--- src/rtl/priority_encoder4to2.sv ---
// Registered 4:2 priority encoder: request pulses queue in pend, one 2-bit code is emitted per transfer.
// Latency: request at edge N shows in pend after N, in Y/valid after N+1; ready=0 holds Y/valid while pend keeps accumulating.
module priority_encoder4to2 #(
  parameter int PRIORITY_HIGH = 1
) (
  input  logic       clk,
  input  logic       rst_n,
  input  logic       en,
  input  logic [3:0] D,
  output logic [1:0] Y,
  output logic       valid,
  input  logic       ready,
  output logic [3:0] pend,
  output logic       dup
);

  logic [3:0] pend_q, pend_d;
  logic [1:0] y_q, y_d;
  logic       valid_q, valid_d;
  logic       dup_q, dup_d;

  logic       slot_free;
  logic       load;
  logic [1:0] sel_idx;
  logic [3:0] clr_mask;
  logic [3:0] req;

  // Selection looks only at registered pend, so D can never reach Y in the same cycle.
  always_comb begin
    sel_idx = 2'd0;
    if (PRIORITY_HIGH != 0) begin
      if (pend_q[3])      sel_idx = 2'd3;
      else if (pend_q[2]) sel_idx = 2'd2;
      else if (pend_q[1]) sel_idx = 2'd1;
      else                sel_idx = 2'd0;
    end else begin
      if (pend_q[0])      sel_idx = 2'd0;
      else if (pend_q[1]) sel_idx = 2'd1;
      else if (pend_q[2]) sel_idx = 2'd2;
      else                sel_idx = 2'd3;
    end
  end

  always_comb begin
    slot_free = !valid_q || ready;
    load      = slot_free && (pend_q != 4'b0000);
    clr_mask  = load ? (4'b0001 << sel_idx) : 4'b0000;
    req       = en ? D : 4'b0000;

    pend_d  = (pend_q & ~clr_mask) | req;
    // A bit cleared and re-requested on one edge is a fresh request, hence ~clr_mask.
    dup_d   = |(req & pend_q & ~clr_mask);
    valid_d = slot_free ? (pend_q != 4'b0000) : valid_q;
    y_d     = load ? sel_idx : y_q;
  end

  always_ff @(posedge clk or negedge rst_n) begin
    if (!rst_n) begin
      pend_q  <= 4'b0000;
      y_q     <= 2'b00;
      valid_q <= 1'b0;
      dup_q   <= 1'b0;
    end else begin
      pend_q  <= pend_d;
      y_q     <= y_d;
      valid_q <= valid_d;
      dup_q   <= dup_d;
    end
  end

  assign Y     = y_q;
  assign valid = valid_q;
  assign pend  = pend_q;
  assign dup   = dup_q;

endmodule

--- config.mk ---
export PLATFORM = sky130hd
export DESIGN_NAME = priority_encoder4to2
export DESIGN_NICKNAME = d
export VERILOG_FILES = /design/src/rtl/priority_encoder4to2.sv
export SDC_FILE = /design/constraint.sdc
export NUM_CORES = 1
export LEC_CHECK = 0
export CAP_MARGIN = 20
export CORE_AREA = 2 2 39 41
export CTS_CLUSTER_SIZE = 16
export DETAILED_ROUTE_END_ITERATION = 12
export DIE_AREA = 0 0 41 43
export SLEW_MARGIN = 0
export SYNTH_ARGS = -nofsm -noshare
export SYNTH_HDL_FRONTEND = slang
export SYNTH_SLANG_ARGS = --single-unit
--- constraint.sdc ---
create_clock -name clk -period 2.3 [get_ports clk]
set_input_delay 0.69 -clock clk [delete_from_list [all_inputs] [get_ports clk]]
set_output_delay 0.69 -clock clk [all_outputs]
set_load 0.05 [all_outputs]
# Word level (Yosys, flattened, before mapping)
# Index checks and enable logic that the tools add are counted.
[word_totals]
register_bits = 8
in_bits = 8
out_inout_bits = 8
elab_cells = 20
[classes]
n_shift = 1
mux = 5
n_bitwise = 5
reduce_logical = 5
[op_table]
columns = ["cell", "n"]
rows = [
  ["4-bit bitwise AND", 3],
  ["4-bit two-way mux", 2],
  ["2-bit two-way mux", 2],
  ["4-bit inverter", 1],
  ["4-bit OR", 1],
  ["4-bit nonzero test", 1],
  ["4-bit OR reduction", 1],
  ["1-bit by 2-bit << shifter with 4-bit output, first input constant", 1],
  ["1-bit logical AND", 1],
  ["1-bit logical NOT", 1],
  ["1-bit logical OR", 1],
  ["1-bit two-way mux", 1],
]

# Depth between registers and ports, before layout
# Gate-level depths: netlist of the first run.
[depth]
ltp_word = 8
depth_mapped = 4
mapped_depth_nobuf = 4

# Worst setup path after synthesis of the first run
# Ideal clock, no wire load.
[synth_path]
kind = "register to output"
from = "register pend_q[1] (netlist: pend[1])"
to = "output port pend[1]"
arrival_time_ns = 0.663
t_required_ns = 1.610
path_slack_ns = 0.947
path_stages_with_launch = 1
path_buffers = 0
path_cell_list = "dfrtp_1"
[synth_rtl]
columns = ["item", "line", "text"]
rows = [
  ["from (decl)", "17", "logic [3:0] pend_q, pend_d;"],
  ["from (signal assigned)", "64", "pend_q <= pend_d;"],
  ["to (decl)", "13", "output logic [3:0] pend,"],
]
# No word-level cell between the ends.

# Worst setup path in the final report of the first run
[layout_path]
from = "register pend_q[1] (netlist: pend[1])"
to = "output port pend[1]"
# No word-level cell between the ends.

==> metrics.txt, run 1 <==
# TYPE chip_impl_metric gauge
chip_impl_info{name="outcome",value="complete, no violations"} 1
chip_impl_info{name="grt_setup_unrepaired",value="false"} 1
chip_impl_metric{name="grt_start_max_net_pins",unit=""} 9
chip_impl_metric{name="post_detailed_route_drc_marker_count",unit=""} 0
chip_impl_metric{name="floorplan.die.width",unit="microns"} 41
chip_impl_info{name="cts-root-buf",value="sky130_fd_sc_hd__clkbuf_4"} 1
chip_impl_info{name="most_common_cell_after_layout_fill_and_taps_aside",value="sky130_fd_sc_hd__clkdlybuf4s50_1"} 1
chip_impl_metric{name="cp_max_fo",unit=""} 6
chip_impl_metric{name="max-slew-margin-rel",unit="%"} 67.3
chip_impl_metric{name="number_of_clock_sinks",unit=""} 8
chip_impl_metric{name="cpPeakStageDelay",unit="ns"} 0.83
chip_impl_metric{name="synth_cell_type_count",unit=""} 19
chip_impl_metric{name="worstMarginPinSlew",unit="ns"} 0.489
chip_impl_metric{name="cellPowerDensity",unit="nW/um^2"} 816
chip_impl_metric{name="detail_route.vias_per_cell",unit=""} 4.56
chip_impl_metric{name="grt_first_pass_wirelength",unit="microns"} 1330
chip_impl_metric{name="cts_htree_levels",unit=""} 1
chip_impl_metric{name="cts_hold_buf",unit=""} 0
chip_impl_metric{name="core_area",unit="sq um"} 1380
chip_impl_metric{name="detailed_place_hpwl",unit="microns"} 603
chip_impl_metric{name="grt_overflow",unit=""} 0
chip_impl_metric{name="setup_tns",unit="ns"} 0
chip_impl_info{name="critical_path.cell_chain",value="clkdlybuf4s50_1"} 1
chip_impl_metric{name="final_gp_congestion",unit=""} 0.705
chip_impl_info{name="cts_tree",value="yes"} 1
chip_impl_metric{name="period_needed",unit="ns"} 2.20
chip_impl_metric{name="syn_avg_cell_area",unit="sq um"} 10.8
chip_impl_metric{name="number_of_storage_elements_in_the_synthesis_netlist",unit=""} 8
chip_impl_info{name="critPathSlowestCell",value="sky130_fd_sc_hd__clkdlybuf4s50_1"} 1
chip_impl_metric{name="flow.area_growth_from_synthesis",unit="%"} 52.6
chip_impl_metric{name="routed_wl",unit="microns"} 715
chip_impl_metric{name="synth-seq-area-share",unit="%"} 54.6
chip_impl_info{name="min-delay-path-class",value="reg2reg"} 1
chip_impl_metric{name="sequential_cell_area",unit="sq um"} 200
chip_impl_metric{name="hold_viol",unit=""} 0
chip_impl_info{name="setup.worst_path.end_class",value="output pin"} 1
chip_impl_metric{name="final-setup-viol-count",unit=""} 0
chip_impl_metric{name="pre_cts_ws",unit="ns"} 0.358
chip_impl_metric{name="syn_nets",unit=""} 42
chip_impl_metric{name="io_buffers",unit=""} 15
chip_impl_metric{name="max_freq",unit="GHz"} 0.455
chip_impl_metric{name="finalNetCount",unit=""} 62
chip_impl_metric{name="drt_iter0_drc",unit=""} 2
chip_impl_metric{name="synth_area",unit="sq um"} 367
chip_impl_metric{name="period_share",unit="%"} 95.5
chip_impl_metric{name="core.rowCount",unit=""} 14
chip_impl_info{name="critPathTopFamily",value="buffers and inverters"} 1
chip_impl_metric{name="postSynthCellCount",unit=""} 34
chip_impl_metric{name="diodes",unit=""} 0
chip_impl_metric{name="drtAntennaViolNets",unit=""} 0
chip_impl_metric{name="postLayoutSetupSlackWorst",unit="ns"} 0.104
chip_impl_metric{name="drtPass1Iterations",unit=""} 2
chip_impl_info{name="startpoint_type",value="flip-flop"} 1
chip_impl_metric{name="fin_worst_skew",unit="ns"} 0.00601
chip_impl_metric{name="antenna_found_initial",unit=""} 0
chip_impl_metric{name="drv.max_cap_violation_count",unit=""} 0
chip_impl_metric{name="power.static_leakage",unit="nW"} 0.249
chip_impl_metric{name="grt_util_met2",unit="%"} 15.3
chip_impl_metric{name="placedCellCount",unit=""} 65
chip_impl_info{name="gr-max-usage-layer",value="met2"} 1
chip_impl_metric{name="routed_wirelength_normalized_by_instance_count",unit="microns"} 10.5
chip_impl_metric{name="global_route.usage.met1",unit="%"} 14.9
chip_impl_info{name="timing.setup.critical_path_class",value="reg2out"} 1
chip_impl_metric{name="post_route_cells_drive_above_1_share",unit="%"} 15.4
chip_impl_metric{name="clkTransAtPathRegs",unit="ns"} 0.05
chip_impl_metric{name="ctsLongestPathBuffers",unit=""} 2
chip_impl_metric{name="ctsResizeCount",unit=""} 0
chip_impl_metric{name="n_fill_cell",unit=""} 158
chip_impl_metric{name="floorplan.initialDensity",unit="%"} 26.5
chip_impl_metric{name="regToRegSetupSlack",unit="ns"} 1.21
chip_impl_metric{name="slew_violations",unit=""} 0
chip_impl_metric{name="worstPathArrival",unit="ns"} 1.51
chip_impl_metric{name="die-area",unit="sq um"} 1760
chip_impl_metric{name="y_dimension_of_the_die",unit="microns"} 43
chip_impl_info{name="final_cell_mix",value="sky130_fd_sc_hd__clkdlybuf4s50_1 (15), sky130_fd_sc_hd__dfrtp_1 (8), sky130_fd_sc_hd__nand2_1 (7)"} 1
chip_impl_metric{name="design.portCount",unit=""} 16
chip_impl_metric{name="grt_use_met3",unit="%"} 3.14
chip_impl_metric{name="gr-usage-all-layers",unit="%"} 12.0
chip_impl_metric{name="yosysWarnings",unit=""} 0
chip_impl_metric{name="worst_ep_required_time",unit="ns"} 1.61
chip_impl_metric{name="clock_latency_at_the_later_pin_of_the_worst_skew_pair",unit="ns"} 0.25
chip_impl_metric{name="cp_num_buf_inv",unit=""} 1
chip_impl_metric{name="finish.cell_count_without_fillers",unit=""} 68
chip_impl_metric{name="multi_input_gate_area_in_the_final_layout",unit="sq um"} 163
chip_impl_metric{name="cts_buffers",unit=""} 3
chip_impl_metric{name="peakVddDrop",unit="uV"} 254
chip_impl_metric{name="via_count_of_the_first_global_routing_pass",unit=""} 312
chip_impl_metric{name="postCtsSetupRepairBufs",unit=""} 0
chip_impl_metric{name="vias",unit=""} 310
chip_impl_metric{name="fin_total_pwr",unit="uW"} 456
## cells in the mapped netlist
library cell                count  area share, %
sky130_fd_sc_hd__or2_1          1            1.7
sky130_fd_sc_hd__and3_1         1            1.7
sky130_fd_sc_hd__nor2b_1        1            1.7
sky130_fd_sc_hd__inv_1          1            1.0
sky130_fd_sc_hd__o21ai_0        3            4.1
sky130_fd_sc_hd__o211ai_2       1            3.4
sky130_fd_sc_hd__nor2_2         1            1.7
sky130_fd_sc_hd__a2bb2oi_1      1            2.4
sky130_fd_sc_hd__nand2b_1       1            1.7
sky130_fd_sc_hd__mux2i_1        1            2.7
sky130_fd_sc_hd__nor2b_4        1            3.8
sky130_fd_sc_hd__a22o_1         1            2.4
sky130_fd_sc_hd__nand2_1        7            7.2
sky130_fd_sc_hd__a21oi_1        1            1.4
sky130_fd_sc_hd__o21ai_1        1            1.4
sky130_fd_sc_hd__nand2b_4       1            3.8
sky130_fd_sc_hd__dfrtp_1        8             55
sky130_fd_sc_hd__nor2_1         1            1.0
sky130_fd_sc_hd__o21ai_2        1            2.4
## power by group
part	switching (mW)	internal, mW
combinational	0.107	0.0657
clock	0.0438	0.0594
sequential	0.0187	0.161
## cell type report
| class | instances | share of cell area [%] |
|---|---|---|
| Clock buffer | 3 | 4.03 |
| Inverter | 1 | 0.671 |
| Multi-Input combinational cell | 25 | 29.1 |
| Sequential cell | 8 | 35.8 |
| Tap cell | 16 | 3.58 |
| Timing Repair Buffer | 15 | 26.8 |
## registers in the layout, indices dropped and copies added (netlist names)
signal / count
dup: 1
valid: 1
pend: 4
Y: 2
## routing by layer
layer  vias to the layer above  share of wire (%)
li1                        152                  -
met1                       141                 41
met2                        15                 48
met3                         2                8.7
met4                         0                1.7
met5                         -                  0
## final timing paths
path / from / endpoint / cells after the start
min in group asynchronous: rst_n / Y[1] / 1
hold / removal: Y[1] / Y[1] / 2
max in group asynchronous: rst_n / pend[2] / 1
hold reg to reg: Y[1] / Y[1] / 2
setup / recovery: pend[1] / pend[1] / 1
setup reg to reg: pend[3] / dup / 4
## cells by family (layout without fill, tap and decap cells)
kind of cell,after synthesis,count (layout),share of synthesized area (%)
and+or+nand+nor,15,15,24.2
muxes,1,1,2.73
DFF,8,8,54.6
AOI/OAI and AO/OA,9,9,17.4
buffers and inverters,1,19,1.02
## stage by stage
stage	area (sq um)	util, %	hold WS [ns]
floorplan	367	-	0.394
global route	559	40.4	0.557
detailed placement	537	38.8	0.503
finish	559	40.4	0.504
global placement	537	38.8	0.497
CTS	559	40.4	0.515
Power figures use the tool's default switching activity.
==> run 2, diff against run 1 <==
ABC_AREA = 0   (was default)
GPL_TIMING_DRIVEN = 1   (was default)
==> results of run 2 <==
The final DEF is identical to that of run 1; final timing and power are the same.
